===== src/rtl/cpu_result_display.sv =====
// cpu_result_display: freezes the CPU result once it settles and scans it onto a 4-digit seven-segment display
module cpu_result_display #(
  parameter int REFRESH_DIV   = 50000,
  parameter int STABLE_CYCLES = 64
) (
  input  logic        clk,
  input  logic        pc_reset,
  input  logic [15:0] result_reg,
  input  logic        run_start,
  output logic [6:0]  seg,
  output logic [3:0]  an,
  output logic        done,
  output logic [15:0] shown_value,
  output logic [15:0] cycle_count
);
  typedef enum logic [1:0] {IDLE, RUN, DONE} state_t;
  state_t state, state_n;
  logic [15:0] prev, prev_n, stable_cnt, stable_n, shown_n, count_n, refresh_cnt;
  logic [1:0] digit_idx;
  logic [3:0] nib;
  // run-tracking state register
  always_ff @(posedge clk) begin
    if (pc_reset) begin
      state       <= IDLE;
      prev        <= '0;
      stable_cnt  <= '0;
      shown_value <= '0;
      cycle_count <= '0;
    end else begin
      state       <= state_n;
      prev        <= prev_n;
      stable_cnt  <= stable_n;
      shown_value <= shown_n;
      cycle_count <= count_n;
    end
  end
  // next state: restart beats completion; the stability window restarts on every sampled change
  always_comb begin
    state_n  = state;
    prev_n   = prev;
    stable_n = stable_cnt;
    shown_n  = shown_value;
    count_n  = cycle_count;
    if (run_start) begin
      state_n  = RUN;
      prev_n   = result_reg;
      stable_n = '0;
      count_n  = '0;
      shown_n  = result_reg;
    end else if (state == IDLE) begin
      shown_n = result_reg;
    end else if (state == RUN) begin
      shown_n = result_reg;
      count_n = (cycle_count == 16'hFFFF) ? cycle_count : cycle_count + 16'd1;
      if (result_reg != prev) begin
        prev_n   = result_reg;
        stable_n = '0;
      end else if (stable_cnt == 16'(STABLE_CYCLES - 1)) begin
        state_n = DONE;
      end else begin
        stable_n = stable_cnt + 16'd1;
      end
    end
  end
  // digit scan: each digit stays lit for REFRESH_DIV cycles
  always_ff @(posedge clk) begin
    if (pc_reset) begin
      refresh_cnt <= '0;
      digit_idx   <= '0;
    end else if (refresh_cnt == 16'(REFRESH_DIV - 1)) begin
      refresh_cnt <= '0;
      digit_idx   <= digit_idx + 2'd1;
    end else begin
      refresh_cnt <= refresh_cnt + 16'd1;
    end
  end
  assign done = (state == DONE);
  assign an   = ~(4'b0001 << digit_idx);
  assign nib  = shown_value[{digit_idx, 2'b00} +: 4];
  // active-low hex font for the selected nibble
  always_comb begin
    case (nib)
      4'h0: seg = 7'b1000000;
      4'h1: seg = 7'b1111001;
      4'h2: seg = 7'b0100100;
      4'h3: seg = 7'b0110000;
      4'h4: seg = 7'b0011001;
      4'h5: seg = 7'b0010010;
      4'h6: seg = 7'b0000010;
      4'h7: seg = 7'b1111000;
      4'h8: seg = 7'b0000000;
      4'h9: seg = 7'b0010000;
      4'hA: seg = 7'b0001000;
      4'hB: seg = 7'b0000011;
      4'hC: seg = 7'b1000110;
      4'hD: seg = 7'b0100001;
      4'hE: seg = 7'b0000110;
      default: seg = 7'b0001110;
    endcase
  end
endmodule


===== config.mk =====
export PLATFORM = sky130hd
export DESIGN_NAME = cpu_result_display
export DESIGN_NICKNAME = d
export VERILOG_FILES = /design/src/rtl/cpu_result_display.sv
export SDC_FILE = /design/constraint.sdc
export NUM_CORES = 1
export LEC_CHECK = 0
export ABC_AREA = 1
export CAP_MARGIN = 20
export CORE_ASPECT_RATIO = 0.9
export CORE_UTILIZATION = 56
export DETAILED_ROUTE_END_ITERATION = 12
export GPL_ROUTABILITY_DRIVEN = 0
export GPL_TIMING_DRIVEN = 0
export PLACE_DENSITY = 0.81
export RECOVER_POWER = 100
export SYNTH_ARGS = -nofsm -noshare
export SYNTH_HDL_FRONTEND = slang
export SYNTH_SLANG_ARGS = --single-unit

===== constraint.sdc =====
create_clock -name clk -period 1.9 [get_ports clk]
set_input_delay 0.19 -clock clk [delete_from_list [all_inputs] [get_ports clk]]
set_output_delay 0.19 -clock clk [all_outputs]
set_load 0.005 [all_outputs]

==> results of run 1 <==
==> through the flow <==
| stage | util (%) | TNS (ns) | worst slack (ns) |
|---|---|---|---|
| 2_1_floorplan | - | 0 | 0.138 |
| 3_5_place_dp | 66.8 | -6.05 | -0.585 |
| 6_report | 73.1 | -1.10 | -0.200 |
| 4_1_cts | 70.1 | -0.566 | -0.124 |
| 3_3_place_gp | 66.8 | -5.13 | -0.536 |
| 5_1_grt | 73.1 | -1.95 | -0.287 |
==> area by class of cell <==
class | instances | area [sq um]
multi-input cells | 536 | 2890
fillers | 713 | 2300
flip-flops and latches | 84 | 1690
repair buffers | 81 | 741
inverters | 113 | 447
plain buffers | 26 | 169
clock buffers | 11 | 151
well taps | 119 | 149
clock inverters | 4 | 25.0
==> synth_stat cells, drive strengths merged <==
library cell and number:
a21boi 1, a21oi 57, a31oi 1, and2 2, buf 20, clkbuf 7, clkinv 1, dfxtp 84
ha 13, inv 112, nand2 194, nand3 69, nand3b 2, nand4 16, nor2 99, nor3 17
nor3b 5, nor4 1, o211ai 1, o21a 1, o21ai 38, xnor2 8, xor2 11
==> worst max-delay path: stages, from the launching register on <==
cell      delay (ns)
dfxtp_2         0.36
buf_6           0.15
clkinv_8        0.08
buf_4           0.16
nand2_1         0.06
nand3_1         0.12
nand2_4         0.13
inv_4           0.07
nand2_4         0.07
o21ai_1         0.06
o21a_1          0.18
buf_2           0.12
==> path summary, 6_finish.rpt <==
kind / endpoint / cells past startpoint
worst min register to register: refresh_cnt[0]$_SDFF_PP0_ / 1
worst max register to register: cycle_count[0]$_SDFFE_PP0P_ / 9
worst max-delay path: seg[5] / 11
worst min-delay path: refresh_cnt[0]$_SDFF_PP0_ / 1
==> sequential cells by signal, summed over array words and instances, names as in the netlist <==
register and cells:
prev 16, cycle_count 16, stable_cnt 16, refresh_cnt 16, digit_idx 2, shown_value 16, state 2
==> kinds of logic (layout without fill, tap and decap cells) <==
| family | count (synthesis) | after routing | share of synthesized area (%) |
|---|---|---|---|
| AND/OR/NAND/NOR | 405 | 405 | 37.3 |
| XOR/XNOR | 19 | 19 | 3.36 |
| AO/OA/AOI/OAI | 99 | 99 | 10.3 |
| flip-flops | 84 | 84 | 33.9 |
| buffers and inverters | 140 | 235 | 11.9 |
| adder cells (fa/ha/maj) | 13 | 13 | 3.28 |
==> timing repair <==
item / in CTS / in global routing
gates resized for setup: 67 / 47
gates cloned: 1 / 0
pin swaps: 7 / 10
setup endpoints to repair: 10 / 46
hold buffers: 0 / 0
buffers inserted: 6 / 12
==> power groups by stage <==
stage	clock (uW)	combinational [uW]	sequential [uW]
floorplan	0	334	1910
global placement	0	531	1920
detailed placement	0	548	1920
CTS	1200	556	1880
global route	1270	659	1890
finish	1180	591	1880
==> routing by layer <==
layer	wire length, um	up-vias
li1	-	2578
met3	814	27
met2	6380	224
met1	5480	2327
met4	221	0
met5	0	-
==> out/results.tsv, run 1 <==
stage	metric	value	unit
synthesis	ys_types	34	
power	power	3660	uW
drt	wl	12900	um
worst_setup_path	end_kind	primary output	
floorplanning	initial_core_util	57.9	%
timing	whs	0.451	ns
floorplanning	ios	63	
worst_setup_path	critPathKind	reg -> out	
power	power_density	584	nW/um^2
worst_setup_path	ff2ff_setup_slack	0.08	ns
power	leakagePower	0.00266	uW
worst_setup_path	startpoint	digit_idx[0]$_SDFFE_PP0N_	
grt	grt_pass1_wl	20600	um
drt	wl_per_cell	13.2	um
finish	final_cell_count_no_fill	974	
synthesis	synth_warnings	0	
floorplanning	fp-row-count	32	
synthesis	yosys-top-cells-area	dfxtp_1, nand2_1, inv_1, nor2_1, a21oi_1	
worst_setup_path	arrival	1.91	ns
cts	path_clk_slew	0.08	ns
finish	syn2layout_area_growth	26.4	%
grt	overflow	0	
timing	max_freq	0.476	GHz
timing	setup_viol	7	
power	power_frac_clock	32.4	%
worst_setup_path	crit_fanout	8	
floorplanning	core	8570	sq um
timing	timing.final.ws_setup	-0.200	ns
cts	tritoncts	yes	
finish	drive_above_1_share	16.6	%
placement	dp.cells	941	
finish	n_antenna_cell	0	
grt	grt.total_usage	27.9	%
cts	cts_made_buffers	9	
synthesis	syn_area	4960	sq um
grt	antenna_found_initial	0	
timing	hold_violations	0	
finish	final_cell_mix	nand2_1, nor2_1, inv_1	
floorplanning	die_area	9230	sq um
drt	vias	5156	
power	p_sw_share	28.6	%
synthesis	synth_top_area_share	33.9	%
drt	drt_iter0_drc	276	
power	peakVddDrop	0.000449	V
worst_setup_path	rr_startpoint	cycle_count[0]$_SDFFE_PP0P_	
grt	grt.met3_usage	5.31	%
timing	worst_pin_slew	0.600	ns
run	drv_cap	0	
synthesis	syn-num-nets	792	
outcome	status	complete, but fails checks	
outcome	violations	setup timing	
synthesis	synth.yosys.seq_area_share	33.9	%
drt	drc	0	
cts	clockRootBuffer	clkbuf_8	
placement	io_buffers	62	
grt	use_met1	33.3	%
timing	slew_violations	0	
drt	ant_nets	0	
power	power.share.sequential	51.5	%
placement	dpl-instance-area	5730	sq um
cts	htreeDepth	3	
worst_setup_path	startpoint_type	flip-flop	
cts	clkSinkCount	84	
finish	nNetsFinal	883	
grt	busiest_layer	met2	
worst_hold_path	min_from	refresh_cnt[0]$_SDFF_PP0_	
drt	routed_via_density	5.29	
finish	fin_area	6260	sq um
synthesis	yosys_register_bits	84	
drt	first_pass_iters	5	
power	comb_power_share	16.2	%
finish	final_common_cell	nand2_1	
floorplanning	die_h	91.3	um
grt	grt_pass1_vias	4730	
grt	use_met2	49.2	%
placement	place_hpwl	8900	um
timing	rsz0062_at_grt	yes	
timing	skew	0.00752	ns
cts	clock_path_buffers	2	
synthesis	synth_area_per_cell	6.52	sq um
timing	relSlewSlack	60.0	%
synthesis	synthCells	760	
grt	grt_start_max_net_pins	14	
worst_hold_path	min_path_type	reg -> reg	
synthesis	yosysTopAreaCell	dfxtp_1	
timing	finalCritPeriodShare	111	%
worst_setup_path	critPathRequiredTime	1.71	ns
cts	insertion_delay	0.36	ns
floorplanning	die_w	101	um
power	p_switching	1040	uW
power	internal-power	2610	uW
timing	fin_crit	2.10	ns
Note: power is estimated with default switching activity, not from simulation.
==> inputs of run 2 (changes only) <==
==> constraint.sdc (replaced) <==
create_clock -name clk -period 2 [get_ports clk]
set_input_delay 0.2 -clock clk [delete_from_list [all_inputs] [get_ports clk]]
set_output_delay 0.2 -clock clk [all_outputs]
set_load 0.005 [all_outputs]
==> out/results.tsv, run 2 (same netlist as run 1, synthesis figures left out) <==
stage	metric	value	unit	change
worst_setup_path	slowest_stage	dfxtp_2		
timing	whs	0.452	ns	+0.000809 ns
drt	wl	12300	um	-5.0%
finish	drive_above_1_share	14.8	%	-1.8 points
cts	path_clk_slew	0.08	ns	about the same
timing	worst_pin_slew	0.583	ns	-0.0179 ns
floorplanning	die_w	101	um	unchanged
timing	skew	0.00785	ns	+0.000331 ns
cts	htreeDepth	3		unchanged
floorplanning	core	8570	sq um	unchanged
timing	rsz0062_at_grt	yes		
drt	ant_nets	0		unchanged
grt	grt_pass1_wl	20600	um	unchanged
cts	clock_path_buffers	2		unchanged
drt	wl_per_cell	12.7	um	-4.1%
power	power_density	567	nW/um^2	-3.0%
power	peakVddDrop	0.000428	V	-4.7%
finish	finish.utilization	71.0	%	-2.1 points
worst_setup_path	path_buf_inv	5		unchanged
timing	hold_violations	0		unchanged
worst_hold_path	min_path_type	reg -> reg		
grt	grt_pass1_vias	4732		+0.042%
placement	place_hpwl	8900	um	unchanged
floorplanning	ios	63		unchanged
finish	final_common_cell	nand2_1		
cts	clkSinkCount	84		unchanged
worst_setup_path	end_kind	primary output		
timing	setup_viol	5		-2
drt	routed_via_density	5.24		-0.97%
worst_setup_path	arrival	1.87	ns	-0.04 ns
finish	nNetsFinal	874		-1.0%
cts	insertion_delay	0.36	ns	about the same
drt	drt_iter0_drc	250		-9.4%
cts	cts_made_buffers	9		unchanged
worst_setup_path	critPathRequiredTime	1.80	ns	+0.09 ns
worst_setup_path	critPathKind	reg -> out		
worst_setup_path	crit_fanout	10		+2
floorplanning	die_h	91.3	um	unchanged
run	drv_cap	0		unchanged
grt	overflow	0		unchanged
outcome	status	complete, but fails checks		
timing	timing.final.ws_setup	-0.0741	ns	+0.126 ns
drt	drc	0		unchanged
finish	n_antenna_cell	0		unchanged
finish	syn2layout_area_growth	22.8	%	
floorplanning	die_area	9230	sq um	unchanged
timing	fin_setup_tns	-0.277	ns	+0.819 ns
power	leakagePower	0.00266	uW	-0.15%
cts	clockRootBuffer	clkbuf_8		
cts	tritoncts	yes		
worst_setup_path	max_stage_delay	0.36	ns	about the same
placement	io_buffers	62		unchanged
timing	max_freq	0.482	GHz	
timing	relSlewSlack	61.2	%	+1.2 points
grt	grt_start_max_net_pins	14		unchanged
worst_setup_path	crit_path_frequent_cell	buf_6		
timing	slew_violations	0		unchanged
grt	antenna_found_initial	0		unchanged
timing	fin_crit	2.07	ns	
floorplanning	initial_core_util	57.9	%	unchanged
finish	final_cell_mix	nand2_1, nor2_1, inv_1		
outcome	violations	setup timing		
drt	vias	5059		-1.9%
worst_setup_path	critPathTopFamily	buffers and inverters		
floorplanning	fp-row-count	32		unchanged
drt	first_pass_iters	5		unchanged
worst_setup_path	startpoint_type	flip-flop		
timing	finalCritPeriodShare	104	%	
worst_setup_path	cp_cell_sequence	buf_6 -> inv_8 -> nand2_2 -> nand3_2 -> nand2_4 -> inv_4 -> buf_6 -> ha_2 -> nand2_1 -> nand3_1 -> o21ai_1 -> buf_2		
grt	grt.total_usage	27.9	%	unchanged
[run 2: changes by cell type in the layout (fill, tap and decap cells not counted), moves of 2 or more]
| cell | previous run | this run |
|---|---|---|
| dlygate4sd3_1 | 16 | 26 |
| buf_4 | 17 | 8 |
| clkdlybuf4s50_1 | 35 | 28 |
| nand2_2 | 7 | 13 |
| nand2_4 | 7 | 3 |
| nand3_4 | 5 | 2 |
| dfxtp_1 | 80 | 82 |
| dlymetal6s2s_1 | 3 | 1 |
| nand3_1 | 47 | 49 |
[run 2: final timing paths]
kind                                                  start                     endpoint  slack (ns)  depth (start not counted)
worst max-delay path              digit_idx[0]$_SDFFE_PP0N_                       seg[4]       -0.07                         12
worst min-delay path              refresh_cnt[0]$_SDFF_PP0_    refresh_cnt[0]$_SDFF_PP0_        0.45                          1
worst max register to register  cycle_count[0]$_SDFFE_PP0P_  cycle_count[0]$_SDFFE_PP0P_        0.15                          9
worst min register to register    refresh_cnt[0]$_SDFF_PP0_    refresh_cnt[0]$_SDFF_PP0_        0.45                          1
[run 2: what timing repair did]
action | CTS | global route
endpoints found under the setup margin | 8 | 21
hold buffers | 0 | 0
pin swaps | 7 | 4
gates cloned | 1 | 0
gates resized for setup | 65 | 20
buffers inserted | 6 | 2
[run 2: where the power goes]
group | total, uW | switching [uW] | internal, uW
Combinational | 541 | 310 | 231
Clock | 1120 | 613 | 508
Sequential | 1790 | 53.3 | 1730
Total | 3450 | 976 | 2470
[run 2: per-layer routing]
metal | up-vias | wire length, um | track usage [%]
met3 | 29 | 744 | 5.31
met2 | 194 | 5960 | 49.2
li1 | 2570 | - | -
met4 | 0 | 210 | 9.90
met5 | - | 0 | 0
met1 | 2266 | 5340 | 33.3
[run 2: area by class of cell]
type / count / area, sq um
multi-input cells: 536 / 2810
fillers: 746 / 2480
flip-flops and latches: 84 / 1680
repair buffers: 71 / 657
inverters: 113 / 439
plain buffers: 27 / 173
clock buffers: 11 / 151
well taps: 119 / 149
clock inverters: 4 / 25.0
[run 2: metrics by stage]
step                total power [uW]  setup slack [ns]  instance area [sq um]  cells
detailed placement              2340            -0.495                   5730    941
CTS                             3450           -0.0479                   6010    963
finish                          3450           -0.0741                   6090    965
global placement                2320            -0.446                   5730    941
floorplan                       2130             0.228                   4960    760
global route                    3610            -0.188                   6090    965
